## src/rtl/product_accumulator_if.sv

```systemverilog
// Handshake bundle between the multiplier output stage, the product accumulator
// and its block-sum consumer.
interface product_accumulator_if #(
    parameter int N     = 32,
    parameter int GUARD = 8,
    parameter int CNT_W = 8
);
    localparam int ACC_W = 2*N + GUARD;

    logic             in_valid;
    logic             in_ready;
    logic [2*N-1:0]   product;
    logic             prod_ovf;
    logic [CNT_W-1:0] len;
    logic             out_valid;
    logic             out_ready;
    logic [ACC_W-1:0] acc_out;
    logic             out_ovf;
    logic [CNT_W-1:0] count_out;
    logic             busy;

    modport master (
        output in_valid, product, prod_ovf, len, out_ready,
        input  in_ready, out_valid, acc_out, out_ovf, count_out, busy
    );

    modport slave (
        input  in_valid, product, prod_ovf, len, out_ready,
        output in_ready, out_valid, acc_out, out_ovf, count_out, busy
    );
endinterface

```

## src/rtl/product_accumulator.sv

```systemverilog
// Sums blocks of signed multiplier products into a wide accumulator.
// Define ACC_SATURATE_EN to clamp on accumulator overflow instead of wrapping.
module product_accumulator #(
    parameter int N     = 32,
    parameter int GUARD = 8,
    parameter int CNT_W = 8
) (
    input  logic                  clk,
    input  logic                  rst,
    product_accumulator_if.slave  bus
);
    localparam int P_W   = 2*N;
    localparam int ACC_W = P_W + GUARD;

    localparam logic signed [ACC_W-1:0] ACC_MAX = {1'b0, {(ACC_W-1){1'b1}}};
    localparam logic signed [ACC_W-1:0] ACC_MIN = {1'b1, {(ACC_W-1){1'b0}}};

    typedef enum logic [1:0] {
        IDLE  = 2'd0,
        ACCUM = 2'd1,
        HOLD  = 2'd2
    } state_t;

    state_t                   state;
    logic signed [ACC_W-1:0]  acc;
    logic        [CNT_W-1:0]  cnt;
    logic        [CNT_W-1:0]  len_q;
    logic                     ovf;

    logic signed [ACC_W-1:0]  prod_ext;
    logic signed [ACC_W-1:0]  sum;
    logic signed [ACC_W-1:0]  acc_next;
    logic                     add_ovf;
    logic                     beat;
    logic        [CNT_W-1:0]  len_eff;
    logic        [CNT_W-1:0]  cnt_inc;

    always_comb begin
        prod_ext = ACC_W'($signed(bus.product));
        sum      = acc + prod_ext;
        add_ovf  = (acc[ACC_W-1] == prod_ext[ACC_W-1]) && (sum[ACC_W-1] != acc[ACC_W-1]);
`ifdef ACC_SATURATE_EN
        // Direction of overflow follows the shared sign of the two addends.
        acc_next = add_ovf ? (acc[ACC_W-1] ? ACC_MIN : ACC_MAX) : sum;
`else
        acc_next = sum;
`endif
        len_eff  = (bus.len == '0) ? CNT_W'(1) : bus.len;
        cnt_inc  = cnt + CNT_W'(1);
        beat     = bus.in_valid && (state != HOLD);
    end

    always_ff @(posedge clk or posedge rst) begin
        if (rst) begin
            state <= IDLE;
            acc   <= '0;
            cnt   <= '0;
            len_q <= '0;
            ovf   <= 1'b0;
        end else begin
            case (state)
                IDLE: begin
                    if (beat) begin
                        len_q <= len_eff;
                        acc   <= prod_ext;
                        cnt   <= CNT_W'(1);
                        ovf   <= bus.prod_ovf;
                        state <= (len_eff == CNT_W'(1)) ? HOLD : ACCUM;
                    end
                end
                ACCUM: begin
                    if (beat) begin
                        acc   <= acc_next;
                        cnt   <= cnt_inc;
                        ovf   <= ovf | bus.prod_ovf | add_ovf;
                        if (cnt_inc == len_q) begin
                            state <= HOLD;
                        end
                    end
                end
                HOLD: begin
                    if (bus.out_ready) begin
                        acc   <= '0;
                        cnt   <= '0;
                        ovf   <= 1'b0;
                        state <= IDLE;
                    end
                end
                default: state <= IDLE;
            endcase
        end
    end

    // Handshake outputs decode the state register only, so no input reaches them combinationally.
    assign bus.in_ready  = (state != HOLD);
    assign bus.out_valid = (state == HOLD);
    assign bus.busy      = (state != IDLE);
    assign bus.acc_out   = acc;
    assign bus.count_out = cnt;
    assign bus.out_ovf   = ovf;
endmodule

```

## src/flat_wrapper.sv

```systemverilog
// flat-port wrapper written by rule: the top's interface ports become plain ports
module product_accumulator_flat 
#(
    parameter int N     = 32,
    parameter int GUARD = 8,
    parameter int CNT_W = 8
)
  (clk, rst, bus_in_valid, bus_product, bus_prod_ovf, bus_len, bus_out_ready, bus_in_ready, bus_out_valid, bus_acc_out, bus_out_ovf, bus_count_out, bus_busy);
  product_accumulator_if #(.N(N), .GUARD(GUARD), .CNT_W(CNT_W)) bus_i ();
  input  logic clk;
  input  logic rst;
  input wire logic [$bits(bus_i.in_valid)-1:0] bus_in_valid;
  input wire logic [$bits(bus_i.product)-1:0] bus_product;
  input wire logic [$bits(bus_i.prod_ovf)-1:0] bus_prod_ovf;
  input wire logic [$bits(bus_i.len)-1:0] bus_len;
  input wire logic [$bits(bus_i.out_ready)-1:0] bus_out_ready;
  output wire logic [$bits(bus_i.in_ready)-1:0] bus_in_ready;
  output wire logic [$bits(bus_i.out_valid)-1:0] bus_out_valid;
  output wire logic [$bits(bus_i.acc_out)-1:0] bus_acc_out;
  output wire logic [$bits(bus_i.out_ovf)-1:0] bus_out_ovf;
  output wire logic [$bits(bus_i.count_out)-1:0] bus_count_out;
  output wire logic [$bits(bus_i.busy)-1:0] bus_busy;
  assign bus_i.in_valid = bus_in_valid;
  assign bus_i.product = bus_product;
  assign bus_i.prod_ovf = bus_prod_ovf;
  assign bus_i.len = bus_len;
  assign bus_i.out_ready = bus_out_ready;
  assign bus_in_ready = bus_i.in_ready;
  assign bus_out_valid = bus_i.out_valid;
  assign bus_acc_out = bus_i.acc_out;
  assign bus_out_ovf = bus_i.out_ovf;
  assign bus_count_out = bus_i.count_out;
  assign bus_busy = bus_i.busy;
  product_accumulator #(.N(N), .GUARD(GUARD), .CNT_W(CNT_W)) u_core (.clk(clk), .rst(rst), .bus(bus_i));
endmodule
```

## config.mk

```make
export PLATFORM = sky130hd
export DESIGN_NAME = product_accumulator_flat
export DESIGN_NICKNAME = d
export VERILOG_FILES = /design/src/rtl/product_accumulator_if.sv /design/src/rtl/product_accumulator.sv /design/src/flat_wrapper.sv
export SDC_FILE = /design/constraint.sdc
export NUM_CORES = 1
export LEC_CHECK = 0
export BUFFER_PORTS_ARGS = -buffer_cell sky130_fd_sc_hd__buf_4
export CAP_MARGIN = 20
export CORE_UTILIZATION = 50
export CTS_CLUSTER_DIAMETER = 200
export CTS_CLUSTER_SIZE = 24
export DETAILED_ROUTE_END_ITERATION = 12
export GPL_TIMING_DRIVEN = 0
export PLACE_DENSITY = 0.73
export SLEW_MARGIN = 20
export SYNTH_ARGS = -nofsm -noshare
export SYNTH_HDL_FRONTEND = slang
export SYNTH_SLANG_ARGS = --single-unit
```

## constraint.sdc

```tcl
create_clock -name clk -period 3.6 [get_ports clk]
set_clock_uncertainty 0.1 [all_clocks]
set_input_delay 0.36 -clock clk [delete_from_list [all_inputs] [get_ports clk]]
set_output_delay 0.36 -clock clk [all_outputs]
set_load 0.03 [all_outputs]
```

======== Word-level counts from Yosys, hierarchy flattened ========
Index checks and enable logic that the tools add are counted.
storage, ports and cells
  bits of input ports ..................... 77
  logic and storage cells ................. 48
  output and inout port bits .............. 84
  memories kept ........................... 0
  memory bits (read-only) ................. 0
  flip-flop bits (word level) ............. 91
  memory bits (writable) .................. 0
  bits in latches ......................... 0
operators by class
  shift-type cells ........................ 0
  reduce and logical (&&, ||, !) cells .... 9
  multipliers ............................. 0
  div/mod/pow operators ................... 0
  bitwise logic cells ..................... 2
  add/sub/neg operators ................... 2
  magnitude comparators ................... 0
  equal/unequal tests ..................... 11
  muxes and demuxes ....................... 19
operators with widths
  cell                                                             count
  72-bit two-way mux                                               3
  72-bit case mux with 3 select lines                              1
  72-bit by 64-bit adder with 72-bit output                        1
  8-bit two-way mux                                                4
  8-bit case mux with 3 select lines                               1
  2-bit two-way mux                                                5
  8-bit by 1-bit adder with 8-bit output, second input constant    1
  8-bit by 1-bit == test with 1-bit output, second input constant  1
  8-bit == test                                                    1
  8-bit zero test                                                  1
  4-bit AND reduction                                              2
  2-bit by 1-bit != test with 1-bit output, second input constant  3
  2-bit case mux with 3 select lines                               1
  2-bit != test, second input constant                             2
  1-bit two-way mux                                                3
  1-bit case mux with 3 select lines                               1
  3-bit nonzero test                                               1
  2-bit by 1-bit == test with 1-bit output, second input constant  1
  2-bit == test, second input constant                             1
  1-bit logical AND                                                2
  2-bit zero test                                                  1
  1-bit OR                                                         2
  2-bit AND reduction                                              1
  2-bit nonzero test                                               1
  2 further kinds                                                  2

======== Logic depth before layout (Yosys ltp) ========
Gate-level depths: netlist (run 1).
  depth after elaboration ................. 6
  gate-level depth with buffers ........... 13
  gate-level depth less buffers ........... 13

======== Worst setup path before layout (run 1) ========
OpenSTA, ideal clock, no wires.
  path kind ............................... reg2reg
  from .................................... reg u_core.acc[0] (netlist: u_core.bus.acc_out[0])
  to ...................................... reg u_core.acc[64] (netlist: u_core.bus.acc_out[64])
  clock period less this slack ............ 3.567 ns
  stages on the path, launching flop included .. 14
  data arrival time ....................... 3.332 ns
  buffers on the path ..................... 0
  path slack .............................. 0.033 ns
  required time ........................... 3.365 ns
  setup time .............................. 0.135 ns
  cell sequence ........................... dfrtp_1 > ha_1 > fa_1 > a211oi_1 > o21ai_2 > a41oi_4 > nor4_4 > o21ai_2 > a31o_2 > o41a_1 > a2111oi_4 > nor2_1 > nor3b_1 > a211oi_1
on the way
  word-level cells in the longest chain between the ends .. 3
RTL lines
  element                                    line                       RTL
  start: declaration                         product_accumulator.sv:25  logic signed [ACC_W-1:0] acc;
  start signal: assignment                   product_accumulator.sv:65  acc <= prod_ext;
  start signal: assignment                   product_accumulator.sv:73  acc <= acc_next;
  72-bit by 64-bit adder with 72-bit output  product_accumulator.sv:40  sum = acc + prod_ext;
  72-bit two-way mux                         product_accumulator.sv:72  if (beat) begin
  72-bit case mux with 3 select lines        product_accumulator.sv:61  case (state)
Every way passes these cells. The select of a mux whose other input is x is not followed.
A chain may end at the register's enable or synchronous reset.

======== Final worst setup path (run 1) ========
  from .................................... reg u_core.acc[3] (netlist: u_core.bus.acc_out[3])
  to ...................................... reg u_core.acc[66] (netlist: u_core.bus.acc_out[66])
The elaborated chain is that of the path after synthesis.

==> results of run 1 <==
==> worst paths after layout <==
check / from / depth (start not counted) / end / slack [ps]
worst max-delay path: u_core.bus.acc_out[3] / 12 / u_core.bus.acc_out[66] / -10
worst min-delay path: bus_len[6] / 2 / u_core.len_q[6] / 130
worst max register to register: u_core.bus.acc_out[3] / 12 / u_core.bus.acc_out[66] / -10
worst min register to register: u_core.bus.acc_out[41] / 2 / u_core.bus.acc_out[41] / 420
max in group asynchronous: rst / 4 / u_core.bus.acc_out[9] / 2370
min in group asynchronous: rst / 3 / u_core.bus.acc_out[32] / 420
==> registers in the layout, indices dropped and copies added (netlist names) <==
signal,flops
u_core.bus.acc_out,72
u_core.bus.count_out,8
u_core.len_q,8
u_core.state,2
u_core.bus.out_ovf,1
==> final cells by class <==
cell class / count / share of cell area, %
sequential: 91 / 21.9
inverter: 24 / 0.917
multi-input combinational: 876 / 57.3
buffer: 43 / 1.56
tap: 216 / 2.60
clock buffer: 9 / 2.17
clock inverter: 7 / 0.736
timing repair buffer: 173 / 12.7
==> power groups by stage <==
| stage | Sequential [mW] | Clock (mW) | Combinational, mW |
|---|---|---|---|
| 2_1_floorplan | 2.77 | 0 | 5.36 |
| 3_3_place_gp | 2.04 | 0 | 8.38 |
| 3_5_place_dp | 2.04 | 0 | 8.49 |
| 4_1_cts | 2.02 | 1.01 | 8.62 |
| 5_1_grt | 2.10 | 1.04 | 9.81 |
| 6_report | 2.04 | 0.998 | 8.94 |
==> through the flow <==
stage	hold slack (ps)	setup slack [ps]	TNS (ps)	instances
floorplan	369	32.6	0	1039
finish	129	-10.3	-10.3	1439
global route	132	-97.8	-294	1439
CTS	121	8.37	0	1434
detailed placement	245	-498	-3880	1416
global placement	391	-514	-49810	1415
==> kinds of logic after synthesis <==
logic type      Yosys count  synth area share, %
xor+xnor                 75                 7.95
flops                    91                 27.6
mux                      11                 1.45
fa+ha+maj                76                 11.6
buf+inv                  72                 3.27
compound gates          346                 27.7
simple gates            368                 20.5
==> critical path, stage by stage (launching register included) <==
cell and delay, ps:
sky130_fd_sc_hd__dfrtp_1 440, sky130_fd_sc_hd__ha_4 320, sky130_fd_sc_hd__o21ai_1 100, sky130_fd_sc_hd__o21ai_2 240, sky130_fd_sc_hd__a41oi_4 160, sky130_fd_sc_hd__nor4_4 350
sky130_fd_sc_hd__o21ai_2 150, sky130_fd_sc_hd__a31o_4 270, sky130_fd_sc_hd__o41a_1 480, sky130_fd_sc_hd__a2111oi_4 450, sky130_fd_sc_hd__nor2_2 140, sky130_fd_sc_hd__o21a_1 200
sky130_fd_sc_hd__o211ai_2 140
==> routing by layer <==
| metal | GRT usage [%] | share of wire (%) | up-vias |
|---|---|---|---|
| met2 | 47.8 | 45 | 301 |
| met3 | 3.14 | 6.2 | 41 |
| met1 | 41.3 | 46 | 4018 |
| met4 | 9.87 | 2.0 | 0 |
| li1 | - | - | 4195 |
| met5 | 0 | 0 | - |
==> placed cells by master, fill, tap and decap left out, drive strengths merged, types with 49 or more instances in the layout <==
master,instances
buf,174
a21oi,106
nor2,152
clkbuf,50
nand2,92
o21ai,75
a221oi,49
ha,75
dfrtp,91
xnor2,49
==> repair_timing <==
item | CTS | global route
hold buffers | 1 | 0
gates resized for setup | 8 | 38
pin swaps | 6 | 16
setup endpoints to repair | 17 | 18
hold endpoints to repair | 26 | 0
buffers inserted | 4 | 7
==> impl_metrics.env, run 1 <==
export IMPL_relSlewSlack_pct=46.3
export IMPL_route_vias_total=8555
export IMPL_rows=46
export IMPL_yosys_top_cells_area="sky130_fd_sc_hd__dfrtp_1 (28%), sky130_fd_sc_hd__ha_1 (11%), sky130_fd_sc_hd__nor2_1 (6.9%)"
export IMPL_die_area_sq_um=17000
export IMPL_post_route_cells_drive_above_1_share_pct=20.0
export IMPL_synth_commonest_cells="sky130_fd_sc_hd__nor2_1 (152), sky130_fd_sc_hd__a21oi_1 (106), sky130_fd_sc_hd__nand2_1 (92)"
export IMPL_grt_first_pass_wirelength_mm=39.3
export IMPL_share_clk_of_total_power_pct=8.3
export IMPL_postSynthAreaPerCell_sq_um=7.95
export IMPL_fmax_mhz=277
export IMPL_p_switching_mw=6.50
export IMPL_grt_setup_unrepaired="true"
export IMPL_routed_wirelength_mm=25.4
export IMPL_fin_ws_ps=-10.3
export IMPL_fin_crit_ps=3610
export IMPL_intPower_mw=5.47
export IMPL_cts_made_buffers=9
export IMPL_overall_routing_resource_usage_pct=29.6
export IMPL_route_detailed_vias_per_inst=5.95
export IMPL_seq_area_frac_synth_pct=27.6
export IMPL_synth_top_cell_by_area="sky130_fd_sc_hd__dfrtp_1"
export IMPL_ctsLongestPathBuffers=2
export IMPL_multi_input_comb_area_sq_um=5950
export IMPL_drt_initial_drc_count=743
export IMPL_htree_num_levels=3
export IMPL_worstMarginPinSlew_ps=806
export IMPL_die_height_um=131
export IMPL_clock_transition_at_the_register_clock_pins_on_the_worst_setup_and_hold_paths_after_cts_ps=80
export IMPL_ys_warn_count=0
export IMPL_synth_edff_count=0
export IMPL_pwr_share_comb_pct=74.6
export IMPL_ff_latch_area_sq_um=2280
export IMPL_holdCritPathClass="in -> reg"
export IMPL_netlist_area_sq_um=8260
export IMPL_effective_utilization_at_floorplan_pct=51.6
export IMPL_post_route_period_util_pct=100
export IMPL_vias_in_the_first_global_route=7849
export IMPL_grt_start_max_net_pins=66
export IMPL_hpwl_detailed_mm=19.3
export IMPL_design_area_sq_um=10400
export IMPL_num_io_pins=161
export IMPL_cts_root_buf="sky130_fd_sc_hd__clkbuf_16"
export IMPL_synth_most_common_cell="sky130_fd_sc_hd__nor2_1"
export IMPL_criticalPathCategory="reg -> reg"
export IMPL_postRouteAntennaNets=0
export IMPL_cts_tree="done"
export IMPL_buffer_ports_inserted=160
export IMPL_violations="setup timing"
export IMPL_worst_ir_drop_vdd_v=0.000505
export IMPL_drc_errors=0
export IMPL_ys_dominant_reg_cell="sky130_fd_sc_hd__dfrtp_1"
export IMPL_synthDominantCellAreaShare_pct=27.6
export IMPL_crit_required_ps=3790
export IMPL_utilization_pct=64.8
export IMPL_grt_antenna_before_repair=0
export IMPL_mappedNetlistNets=1192
export IMPL_power_density_cell_area_nw_per_um2=1150
export IMPL_synthDistinctLibCells=62
export IMPL_detail_route_wl_per_cell_um=17.6
export IMPL_layout_area_overhead_vs_synth_pct=25.6
export IMPL_netSwitchingFraction_pct=54.3
export IMPL_finalNetCount=1371
export IMPL_status="finished, violations left"
export IMPL_hold_viol=0
export IMPL_setup_violations_final=1
export IMPL_data_arrival_time_of_the_critical_path_ps=3800
export IMPL_fillCellCount=1483
export IMPL_clock_insertion_delay_worst_skew_ps=360
export IMPL_final_max_slew_viol_count=0
export IMPL_critPathMaxFanout=4
export IMPL_coreArea_sq_um=16000
export IMPL_place_area_sq_um=9760
export IMPL_syn_inst=1039
export IMPL_cp_launch_type="flop"
export IMPL_timing_max_cap_violations=0
export IMPL_num_antenna_cells=0
export IMPL_cts_sink_count=91
export IMPL_dr_pass1_iters=6
export IMPL_fin_total_pwr_mw=12.0
export IMPL_crit_path_end_kind="flop"
export IMPL_yosys_register_bits=91
export IMPL_grt_overflow_total=0
export IMPL_asyncSetResetFlopFracSynth_pct=100
export IMPL_dieWidth_um=131
export IMPL_sequential_fraction_of_design_power_pct=17.0
export IMPL_leakagePower_nw=4.60
export IMPL_place_congestion=0.963
No activity file was read; power rests on OpenSTA's default activity.
==> run 2: changes to the inputs <==
--- a/config.mk
+++ b/config.mk
@@ -6,7 +6,8 @@
 export NUM_CORES = 1
 export LEC_CHECK = 0
 export BUFFER_PORTS_ARGS = -buffer_cell sky130_fd_sc_hd__buf_4
-export CAP_MARGIN = 20
+export CAP_MARGIN = 25
+export CORE_MARGIN = 2
 export CORE_UTILIZATION = 50
 export CTS_CLUSTER_DIAMETER = 200
 export CTS_CLUSTER_SIZE = 24
==> constraint.sdc (replaced) <==
create_clock -name clk -period 3.6 [get_ports clk]
set_clock_uncertainty 0.1 [all_clocks]
set_input_delay 0.36 -clock clk [delete_from_list [all_inputs] [get_ports clk]]
set_output_delay 0.36 -clock clk [all_outputs]
set_load 0.02 [all_outputs]
==> run 2 against run 1 <==
  * The flow still finishes with violations (setup timing)
  * Final cell count up 0.28%
  * Core utilization grew 0.45 points
  * Highest routed layer unchanged
  * Count of clock-buffer cells in the layout is the same
  * Via count up 1.1%
  * Critical endpoint unchanged
  * Sequential power is essentially flat
  * Fmax is 0.65% lower
  * Combinational power fell by 3.4%
  * Clock power shrank 3.1%
  * Critical path type unchanged
  * Register-to-register slack got worse by 20 ps
  * Sequential share of layout area decreased by 0.11 points
  * Non-clock buffer count grew 4
  * Largest power group unchanged
  * Design area up 0.69%
==> impl_metrics.env, run 2 (synthesis gave the netlist of run 1 again) <==
export IMPL_status="finished, violations left"
export IMPL_violations="setup timing"
export IMPL_worst_ir_drop_vdd_v=0.000491
export IMPL_grt_overflow_total=0
export IMPL_die_height_um=133
export IMPL_route_detailed_vias_per_inst=5.99
export IMPL_utilization_pct=65.3
export IMPL_clock_transition_at_the_register_clock_pins_on_the_worst_setup_and_hold_paths_after_cts_ps=70
export IMPL_drt_initial_drc_count=728
export IMPL_detail_route_wl_per_cell_um=17.8
export IMPL_effective_utilization_at_floorplan_pct=51.6
export IMPL_num_io_pins=161
export IMPL_place_congestion=0.951
export IMPL_groute_layer_met2_usage_pct=46.1
export IMPL_timing_max_cap_violations=0
export IMPL_fin_ws_ps=-34.1
export IMPL_multi_input_comb_area_sq_um=6000
export IMPL_cts_made_buffers=9
export IMPL_critical_path_cell_chain="ha_4 > fa_2 > a211oi_4 > o21ai_2 > a41oi_4 > nor4_4 > o21ai_2 > a31o_4 > o41a_1 > a2111oi_4 > nor2_2 > o21a_1 > o211ai_2"
export IMPL_die_area_sq_um=17600
export IMPL_grt_busiest_layer="met2"
export IMPL_pre_cts_setup_slack_ps=-451
export IMPL_cts_sink_count=91
export IMPL_cpMostUsedCell="sky130_fd_sc_hd__o21ai_2"
export IMPL_critPathMaxFanout=4
export IMPL_route_vias_total=8646
export IMPL_ctsLongestPathBuffers=2
export IMPL_tns_ps=-59.6
export IMPL_num_antenna_cells=0
export IMPL_largest_register_ffs=72
export IMPL_cts_tree="done"
export IMPL_holdCritPathClass="in -> reg"
export IMPL_setup_violations_final=2
export IMPL_cts_root_buf="sky130_fd_sc_hd__clkbuf_16"
export IMPL_leakagePower_nw=4.62
export IMPL_post_route_cells_drive_above_1_share_pct=20.6
export IMPL_relSlewSlack_pct=43.3
export IMPL_data_arrival_time_of_the_critical_path_ps=3810
export IMPL_grt_first_pass_wirelength_mm=40.9
export IMPL_buffer_ports_inserted=160
export IMPL_layout_area_overhead_vs_synth_pct=26.5
export IMPL_slowest_delay_ps=480
export IMPL_htree_num_levels=3
export IMPL_use_met3_pct=4.21
export IMPL_criticalPathCategory="reg -> reg"
export IMPL_power_density_cell_area_nw_per_um2=1120
export IMPL_postRouteAntennaNets=0
export IMPL_clock_insertion_delay_worst_skew_ps=360
export IMPL_dr_pass1_iters=6
export IMPL_finalNetCount=1375
export IMPL_post_route_period_util_pct=101
export IMPL_coreArea_sq_um=16000
export IMPL_grt_antenna_before_repair=0
export IMPL_grt_start_max_net_pins=68
export IMPL_dieWidth_um=133
export IMPL_grt_setup_unrepaired="true"
export IMPL_fin_crit_ps=3630
export IMPL_fillCellCount=1453
export IMPL_fmax_mhz=275
export IMPL_overall_routing_resource_usage_pct=28.4
export IMPL_drc_errors=0
export IMPL_routed_wirelength_mm=25.7
export IMPL_crit_path_end_kind="flop"
export IMPL_grtUsageMet1_pct=40.6
export IMPL_mostFrequentLayoutCell="sky130_fd_sc_hd__buf_4"
export IMPL_crit_required_ps=3780
export IMPL_final_max_slew_viol_count=0
export IMPL_mostFrequentLayoutCells="sky130_fd_sc_hd__buf_4 (174), sky130_fd_sc_hd__nor2_1 (151), sky130_fd_sc_hd__a21oi_1 (104)"
export IMPL_hpwl_detailed_mm=19.5
export IMPL_worstMarginPinSlew_ps=850
export IMPL_critical_path_top_delay_cell="sky130_fd_sc_hd__a2111oi_4"
export IMPL_dpl_cell_count=1416
export IMPL_ff_latch_area_sq_um=2280
export IMPL_hold_viol=0
export IMPL_cp_launch_type="flop"
export IMPL_rows=46
export IMPL_final_cells=1443
export IMPL_vias_in_the_first_global_route=7968
-- run 2: cell types whose count changed in the layout (fill, tap and decap cells not counted), sizes merged --
cell      before  now
buf          174  177
clkinvlp       0    2
inv           29   27
clkbuf        50   51
-- run 2: final cells by class --
class,instances,area share [%]
Multi-Input combinational cell,876,57.5
Sequential cell,91,21.8
Timing Repair Buffer,176,12.9
Tap cell,216,2.59
Clock buffer,9,2.16
Buffer,44,1.58
Inverter,24,0.910
Clock inverter,7,0.587
-- run 2: critical path: cells and delay by family (launching register included) --
family,cells,cell delay (ps)
flops,1,390
fa+ha+maj,2,400
compound gates,9,2180
simple gates,2,480
-- run 2: power by group --
| part | internal [mW] | total, mW | leakage, nW | switching [mW] |
|---|---|---|---|---|
| combinational | 3.46 | 8.64 | 3.40 | 5.19 |
| sequential | 1.56 | 2.06 | 1.09 | 0.493 |
| clock | 0.482 | 0.967 | 0.135 | 0.485 |
-- run 2: stage by stage --
step	instance area, sq um	hold WS, ps	power (mW)
after floorplan	8260	369	7.79
after global placement	9730	387	10.1
after detailed placement	9760	234	10.2
after CTS	10200	138	11.3
after global routing	10400	141	12.6
final	10400	141	11.7
-- run 2: timing repair --
action / in CTS / in global routing
setup endpoints to repair: 18 / 20
gates resized for setup: 8 / 47
buffers inserted: 7 / 7
hold buffers: 1 / 0
pin swaps: 10 / 21
hold endpoints to repair: 24 / 0
-- run 2: worst paths after layout --
check / from / to / slack (ps) / cells past startpoint
min reg2reg: u_core.len_q[0] / u_core.len_q[0] / 410 / 2
max in group asynchronous: rst / u_core.bus.acc_out[4] / 2360 / 4
min in group asynchronous: rst / u_core.bus.acc_out[28] / 420 / 3
min: bus_len[6] / u_core.len_q[6] / 140 / 2
max reg2reg: u_core.bus.acc_out[0] / u_core.bus.acc_out[66] / -30 / 13
max: u_core.bus.acc_out[0] / u_core.bus.acc_out[66] / -30 / 13
-- run 2: metal layers --
metal | wire [um] | share of wire (%)
met4 | 318 | 1.2
met3 | 1640 | 6.4
met1 | 11800 | 46
met2 | 12000 | 47
met5 | 0 | 0
